File: src/rtl/i2c_pkg.sv
// i2c_pkg: shared state, item and direction encodings for the I2C register sequencer.
package i2c_pkg;
    typedef enum logic [2:0] {
        S_IDLE, S_OPEN, S_SEND, S_RSTART, S_WAIT_DONE, S_CLOSE, S_RESP
    } state_t;
    localparam logic [1:0] ITEM_BYTE   = 2'd0;
    localparam logic [1:0] ITEM_RSTART = 2'd1;
    localparam logic [1:0] ITEM_RDBYTE = 2'd2;
    localparam logic DIR_WR = 1'b0;
    localparam logic DIR_RD = 1'b1;
    localparam int TIMEOUT_CYC_DEF = 2_000_000;
    // read list: addr, reg, Sr, addr+R, read byte; write list: addr, reg, data
    function automatic logic [1:0] item_kind(input logic rd, input logic [2:0] idx);
        return (rd && idx == 3'd2) ? ITEM_RSTART : (rd && idx == 3'd4) ? ITEM_RDBYTE : ITEM_BYTE;
    endfunction
endpackage

File: src/rtl/i2c_step_handshake.sv
// i2c_step_handshake: level-held request until busy, then wait ready & ~busy, with per-step timeout.
module i2c_step_handshake #(
    parameter int TIMEOUT_CYC = 2_000_000,
    parameter int TO_W = 22
) (
    input  logic clk,
    input  logic rst,
    input  logic active,
    input  logic restart,
    input  logic drv_busy,
    input  logic drv_ready,
    output logic req,
    output logic accepted,
    output logic done,
    output logic timeout
);
    logic wait_q;
    logic [TO_W-1:0] cnt_q;
    assign req      = active & ~wait_q;
    assign accepted = req & drv_busy;
    assign done     = active & wait_q & drv_ready & ~drv_busy;
    assign timeout  = active & ~accepted & ~done & (cnt_q == TO_W'(TIMEOUT_CYC - 1));
    always_ff @(posedge clk or posedge rst) begin
        if (rst) begin
            wait_q <= 1'b0;
            cnt_q  <= '0;
        end else begin
            wait_q <= active & ~done & (wait_q | accepted);
            cnt_q  <= (~active | restart | accepted | done) ? '0 : cnt_q + TO_W'(1);
        end
    end
endmodule

File: src/rtl/i2c_reg_sequencer.sv
// i2c_reg_sequencer: expands register read/write commands into the I2C byte driver handshake.
module i2c_reg_sequencer
    import i2c_pkg::*;
#(
    parameter int TIMEOUT_CYC = TIMEOUT_CYC_DEF,
    parameter int TO_W = 22
) (
    input  logic       clk,
    input  logic       rst,
    input  logic       cmd_valid,
    output logic       cmd_ready,
    input  logic       cmd_rd,
    input  logic [6:0] cmd_dev,
    input  logic [7:0] cmd_reg,
    input  logic [7:0] cmd_wdata,
    output logic       rsp_valid,
    output logic [7:0] rsp_rdata,
    output logic       rsp_nack,
    output logic       rsp_timeout,
    output logic       drv_ena,
    output logic       drv_rw,
    output logic [7:0] drv_data_wr,
    output logic       drv_start_transfer,
    output logic       drv_stop_transfer,
    output logic       drv_r_start,
    input  logic       drv_ready,
    input  logic       drv_busy,
    input  logic       drv_ack_err,
    input  logic [7:0] drv_data_rd
);
    state_t state_q, state_d;
    logic rd_q, nack_q, to_q, last, byte_phase;
    logic [6:0] dev_q;
    logic [7:0] reg_q, wdata_q, rdata_q, cur_byte;
    logic [2:0] idx_q;
    logic [1:0] kind;
    logic hs_active, hs_req, hs_accepted, hs_done, hs_timeout;

    assign kind      = item_kind(rd_q, idx_q);
    assign last      = idx_q == (rd_q ? 3'd4 : 3'd2);
    assign cur_byte  = idx_q == 3'd0 ? {dev_q, DIR_WR} : idx_q == 3'd1 ? reg_q :
                       idx_q == 3'd2 ? wdata_q : idx_q == 3'd3 ? {dev_q, DIR_RD} : 8'h00;
    assign hs_active = state_q inside {S_OPEN, S_SEND, S_RSTART, S_WAIT_DONE, S_CLOSE};

    i2c_step_handshake #(.TIMEOUT_CYC(TIMEOUT_CYC), .TO_W(TO_W)) u_hs (
        .clk(clk), .rst(rst), .active(hs_active), .restart(state_d != state_q),
        .drv_busy(drv_busy), .drv_ready(drv_ready), .req(hs_req),
        .accepted(hs_accepted), .done(hs_done), .timeout(hs_timeout)
    );

    always_comb begin
        state_d = state_q;
        if (hs_timeout) state_d = S_RESP;
        else case (state_q)
            S_IDLE:              if (cmd_valid) state_d = S_OPEN;
            S_OPEN:              if (hs_done) state_d = S_SEND;
            S_SEND, S_RSTART:    if (hs_accepted) state_d = S_WAIT_DONE;
            S_WAIT_DONE:         if (hs_done) state_d = ((drv_ack_err && kind != ITEM_RDBYTE) || last) ? S_CLOSE :
                                                        item_kind(rd_q, idx_q + 3'd1) == ITEM_RSTART ? S_RSTART : S_SEND;
            S_CLOSE:             if (hs_done) state_d = S_RESP;
            default:             state_d = S_IDLE;
        endcase
    end

    always_ff @(posedge clk or posedge rst) begin
        if (rst) begin
            state_q <= S_IDLE;
            rd_q    <= 1'b0;
            dev_q   <= '0;
            reg_q   <= '0;
            wdata_q <= '0;
            rdata_q <= '0;
            idx_q   <= '0;
            nack_q  <= 1'b0;
            to_q    <= 1'b0;
        end else begin
            state_q <= state_d;
            if (state_q == S_IDLE && cmd_valid) begin
                rd_q    <= cmd_rd;
                dev_q   <= cmd_dev;
                reg_q   <= cmd_reg;
                wdata_q <= cmd_wdata;
                rdata_q <= '0;
                idx_q   <= '0;
                nack_q  <= 1'b0;
                to_q    <= 1'b0;
            end
            if (hs_timeout) to_q <= 1'b1;
            if (state_q == S_WAIT_DONE && hs_done) begin
                if (drv_ack_err && kind != ITEM_RDBYTE) nack_q <= 1'b1;
                if (kind == ITEM_RDBYTE) rdata_q <= drv_data_rd;
                idx_q <= idx_q + 3'd1;
            end
        end
    end

    // ena stays up across every byte so the driver never re-STARTs mid-transaction
    assign byte_phase         = (state_q inside {S_SEND, S_WAIT_DONE}) && kind != ITEM_RSTART;
    assign cmd_ready          = state_q == S_IDLE;
    assign drv_ena            = state_q inside {S_OPEN, S_SEND, S_RSTART, S_WAIT_DONE};
    assign drv_start_transfer = state_q == S_SEND;
    assign drv_r_start        = state_q == S_RSTART;
    assign drv_stop_transfer  = state_q == S_CLOSE && hs_req;
    assign drv_rw             = byte_phase && kind == ITEM_RDBYTE;
    assign drv_data_wr        = (byte_phase && kind == ITEM_BYTE) ? cur_byte : 8'h00;
    assign rsp_valid          = state_q == S_RESP;
    assign rsp_nack           = rsp_valid & nack_q & ~to_q;
    assign rsp_timeout        = rsp_valid & to_q;
    assign rsp_rdata          = (rsp_valid & ~nack_q & ~to_q) ? rdata_q : 8'h00;
endmodule

File: config.mk
export PLATFORM = sky130hd
export DESIGN_NAME = i2c_reg_sequencer
export DESIGN_NICKNAME = d
export VERILOG_FILES = /design/src/rtl/i2c_pkg.sv /design/src/rtl/i2c_step_handshake.sv /design/src/rtl/i2c_reg_sequencer.sv
export SDC_FILE = /design/constraint.sdc
export NUM_CORES = 1
export LEC_CHECK = 0
export CAP_MARGIN = 10
export CORE_AREA = 8 8 85 87
export DETAILED_ROUTE_END_ITERATION = 7
export DIE_AREA = 0 0 93 95
export GPL_TIMING_DRIVEN = 0
export HOLD_SLACK_MARGIN = 0.06
export PLACE_DENSITY_LB_ADDON = 0.25
export SYNTH_ARGS = -nofsm -noshare
export SYNTH_HDL_FRONTEND = slang
export SYNTH_SLANG_ARGS = --single-unit
File: constraint.sdc
create_clock -name clk -period 5.6 [get_ports clk]
set_clock_uncertainty 0.2 [all_clocks]
set_input_delay 1.4 -clock clk [delete_from_list [all_inputs] [get_ports clk]]
set_output_delay 1.4 -clock clk [all_outputs]
set_load 0.1 [all_outputs]
# Yosys cells after proc, flatten, opt, wreduce, memory -nomap -nowiden
# Index checks and enable logic that the tools add are counted.
# classes
bitwise	26
reduce_logical	21
n_eq_ne	19
add_sub_neg	2
n_mux	31
# op_table
cell	count
$mux 8	9
$mux 3	10
$add 22x1->22 const B	1
$eq 22x21->1 const B	1
$mux 22	1
$and 1x1->1	15
$eq 3x2->1 const B	5
$eq 3x3->1 const B	5
$pmux 3 s5	1
$logic_and 1x1->1	11
$mux 2	4
$not 1->1	7
$eq 3x1->1 const B	2
$logic_not 3->1	2
$mux 1	6
$reduce_bool 2->1	3
$reduce_bool 5->1	1
$or 1x1->1	4
$reduce_bool 4->1	1
$add 3x1->3 const B	1
$eq 3x3->1	1
$ne 3x3->1	1
$eq 2x1->1 const B	1
$eq 2x2->1 const B	1
5 further kinds	5
# word_totals
in_bits	38
reg_bits	63

# Longest topological paths before layout
# depth
ltp_word	16
ltp_mapped	7

# Modules after synthesis
# Synthesis repeated with hierarchy kept, for this count alone.
# unflattened
hier_cells	409
hier_area_um2	3417.0
# modules_own_cells
mod	cells_per_inst	area_each_um2	seq_area_each_um2	instances
i2c_reg_sequencer	280	2215.9	1001.0	1
i2c_step_handshake	129	1201.2	575.6	1

# Worst setup path before layout
# No wires, ideal clock.
# synth_timing
path_type	flip-flop to output port
from	reg state_q[2]
to	out rsp_nack
path_stages_with_launch	4
setup_slack_ns	0.148
required_ns	4.000
t_arrival_ns	3.852
path_buffers	1
cell_sequence	dfrtp_1 > clkbuf_1 > nand2_1 > nor4b_1
# synth_between
elab_chain_len	3
# synth_lines
element	line	source
start: declaration	i2c_reg_sequencer.sv:31	state_t state_q, state_d;
start signal: assignment	i2c_reg_sequencer.sv:77	state_q <= state_d;
$eq 3x3->1	i2c_reg_sequencer.sv:106	assign rsp_valid = state_q == S_RESP;
$and 1x1->1 (2 in a row)	i2c_reg_sequencer.sv:107	assign rsp_nack = rsp_valid & nack_q & ~to_q;
end: declaration	i2c_reg_sequencer.sv:18	output logic rsp_nack,
# No other way between the ends.

# Final worst setup path
# layout_timing
from	reg state_q[2]
to	out rsp_rdata[3]
# layout_between
elab_chain_len	4
# layout_lines
element	line	source
$eq 3x3->1	i2c_reg_sequencer.sv:106	
$and 1x1->1 (2 in a row)	i2c_reg_sequencer.sv:109	assign rsp_rdata = (rsp_valid & ~nack_q & ~to_q) ? rdata_q : 8'h00;
$mux 8	i2c_reg_sequencer.sv:109	
end: declaration	i2c_reg_sequencer.sv:17	output logic [7:0] rsp_rdata,
# No other way between the ends.

==> run_results.csv <==
group,metric,value,unit
floorplan,initial_utilization,55.5,%
final_layout,fill_cells,462,
critical_path,critPathBufInv,2,
global_route,grt_overflow,0,
drt,drtAntennaViolNets,0,
sta,timing.final.crit_share,88.2,%
sta,hold_violations,0,
logic_synthesis,synth_area_per_cell,9.77,um^2
floorplan,die_h,95,um
logic_synthesis,yosys_warnings,0,
final_layout,area_growth,27.5,%
sta,rsz0062_at_grt,"false",
drt,routedWlPerCell,15.3,um
clock_tree,clock_sinks,63,
clock_tree,clockRootBuffer,"clkbuf_8",
sta,period_needed,4.94,ns
clock_tree,postCtsResizedCells,0,
floorplan,die_w,93,um
power,p_total,1730,uW
critical_path,cp_top_family,"buffers and inverters",
global_route,grt_pass1_vias,2785,
critical_path,worstSetupEndpointType,"output port",
critical_path,cp_slowest_cell,"clkdlybuf4s50_1",
logic_synthesis,netlist_instances,330,
logic_synthesis,synth_edf_count,0,
critical_path,critPathRequiredTime,4.00,ns
critical_path,crit_type,"flip-flop to output port",
floorplan,die-area,8840,um^2
critical_path,critPathMaxFanout,9,
global_route,grtUsageMet1,22.1,%
sta,relSlewSlack,33.7,%
global_route,met2_usage,28.9,%
sta,fmax,202,MHz
power,power_density,421,nW/um^2
floorplan,core_area,5820,um^2
clock_tree,cts_tree,"done",
logic_synthesis,syn_area,3230,um^2
logic_synthesis,async_flop_share,100,%
global_route,grt_use_met3,4.60,%
sta,worst_pin_slew,0.985,ns
clock_tree,cts_buffer_depth,2,
global_route,grt_busiest_layer,"met2",
place,place_congestion,0.867,
sta,finalMaxSlewViolations,0,
min_path,min_path_type,"flip-flop to flip-flop",
critical_path,path_cells,"clkbuf_1 -> nand2_1 -> nor4_1 -> and2_1 -> clkdlybuf4s50_1",
critical_path,crit_arrival,3.34,ns
logic_synthesis,synth_seq_cells,63,
clock_tree,post_cts_buffers,0,
final_layout,ff_latch_area,1580,um^2
logic_synthesis,synth_nets,374,
clock_tree,clk-insertion-delay-late,0.33,ns
clock_tree,cts-buffers-inserted,9,
clock_tree,htreeDepth,3,
flow_run,maxCapViolations,0,
critical_path,max_stage_delay,1.13,ns
place,io_buffers,62,
drt,vias,2715,
clock_tree,hold_buffers,0,
drt,routed_wirelength,7360,um
drt,firstDrtPassIters,4,
floorplan,placementRows,28,
clock_tree,clkTransAtPathRegs,0.06,ns
logic_synthesis,ys_seq_area_share,48.9,%
logic_synthesis,synthDistinctLibCells,46,
floorplan,io_pins,63,
critical_path,setup.worst_path.start_class,"flip-flop",
power,ir_drop,0.369,mV
drt,drt_iter0_drc,162,
run_status,status,"complete, no violations",
final_layout,diodes,0,
drt,viasPerCell,5.64,
drt,drc,0,
final_layout,drive_above_1_share,12.3,%
global_route,antenna_found_initial,0,
global_route,grt_usage,17.9,%
place,dp_hpwl,5470,um
global_route,grt_pass1_wl,12800,um
logic_synthesis,ys.flop_type,"dfrtp_1",
final_layout,multi_input_area,1530,um^2
global_route,grt_max_degree,39,
sta,setup_viol,0,
sta,fin_tns_setup,0,ns
power,leakagePower,0.00164,uW
final_layout,final_net_count,448,
cell usage after synthesis, drive strengths merged (3+ instances only):
cell type / n / area share (%)
nand4: 5 / 0.97
nand3: 17 / 2.8
o31ai: 4 / 0.93
clkbuf: 10 / 1.2
nand2: 31 / 3.6
nor2b: 3 / 0.58
or2: 3 / 0.58
nor3: 4 / 0.62
or3: 10 / 2.0
a2bb2oi: 6 / 1.6
o21ai: 22 / 3.4
and2: 9 / 1.7
mux2: 22 / 7.7
buf: 5 / 0.70
dfrtp: 63 / 49
a22oi: 6 / 1.4
or4: 7 / 1.9
xnor2: 7 / 1.9
a21oi: 12 / 2.1
inv: 17 / 2.0
ha: 6 / 2.3
nand2b: 3 / 0.58
nor2: 28 / 3.3
nor4: 5 / 0.97
xor2: 5 / 1.4
power breakdown:
group	switching [uW]	leakage, uW	internal [uW]
combinational	493	0.000742	270
clock	157	0.0000809	164
sequential	78.9	0.000821	569
total	730	0.00164	1000
metal layers:
metal | vias up | routed length [um] | share of wire (%)
met3 | 16 | 417 | 5.7
met4 | 0 | 171 | 2.3
met5 | - | 0 | 0
met1 | 1313 | 3410 | 46
met2 | 72 | 3370 | 46
li1 | 1314 | - | -
sequential cells by signal, indices dropped and copies added (netlist names), 3 cells and up:
register / flops
rdata_q: 8
wdata_q: 8
u_hs.cnt_q: 22
reg_q: 8
idx_q: 3
state_q: 3
dev_q: 7
final cells by class:
type,count,area share [%]
flip-flops and latches,63,38.3
multi-input cells,235,37.1
repair buffers,63,15.6
clock buffers,11,3.44
well taps,75,2.28
inverters,17,1.55
plain buffers,15,1.46
clock inverters,2,0.243
worst paths after layout:
check | start | endpoint | slack [ns] | cells past startpoint
max | state_q[2] | rsp_rdata[3] | 0.66 | 5
min | u_hs.cnt_q[0] | u_hs.cnt_q[0] | 0.31 | 1
max reg2reg | idx_q[0] | rdata_q[5] | 3.01 | 6
min reg2reg | u_hs.cnt_q[0] | u_hs.cnt_q[0] | 0.31 | 1
max in group asynchronous | rst | u_hs.cnt_q[12] | 3.35 | 3
min in group asynchronous | rst | u_hs.cnt_q[11] | 1.25 | 2
metrics by stage:
step | instance area (um^2) | hold slack, ns | cells | utilization [%] | setup WS (ns)
final | 4110 | 0.305 | 481 | 70.7 | 0.660
after global routing | 4110 | 0.322 | 481 | 70.7 | 0.314
after CTS | 4110 | 0.306 | 481 | 70.7 | 0.666
after detailed placement | 3960 | 0.294 | 468 | 68.1 | 1.03
after global placement | 3940 | 0.286 | 467 | 67.7 | 1.03
after floorplan | 3230 | 0.265 | 330 | - | 0.148
cell families (layout without fill, tap and decap cells):
group | count (synthesis) | after routing | synth area share, %
adders and majority gates | 6 | 6 | 2.33
AOI/OAI and AO/OA | 62 | 62 | 12.5
muxes | 22 | 22 | 7.68
and+or+nand+nor | 133 | 133 | 21.5
buffers and inverters | 32 | 108 | 3.84
xor gates and xnor gates | 12 | 12 | 3.26
DFF | 63 | 63 | 48.9
placed cells by master (no fill, tap or decap), types with 4 or more instances in the layout:
| cell | n |
|---|---|
| nand3_1 | 16 |
| clkdlybuf4s50_1 | 62 |
| a21oi_1 | 10 |
| clkbuf_8 | 10 |
| and2_1 | 9 |
| nand2_1 | 31 |
| nor4_1 | 5 |
| xor2_1 | 5 |
| clkbuf_1 | 11 |
| or4_1 | 5 |
| nor3_1 | 4 |
| a2bb2oi_1 | 6 |
| mux2_2 | 22 |
| dfrtp_1 | 63 |
| xnor2_1 | 7 |
| o21ai_0 | 22 |
| nor2_1 | 28 |
| o31ai_1 | 4 |
| nand4_1 | 5 |
| inv_1 | 16 |
| a22oi_1 | 6 |
| or3_1 | 8 |
| ha_1 | 6 |
worst register-to-register path, stage by stage (launching register included):
cell and delay, ns:
dfrtp_1 0.45, inv_1 0.11, ha_1 0.24, nand3_1 0.16, nor4_1 0.73, clkbuf_1 0.40
o21ai_0 0.16
No activity file was read; power rests on OpenSTA's default activity.
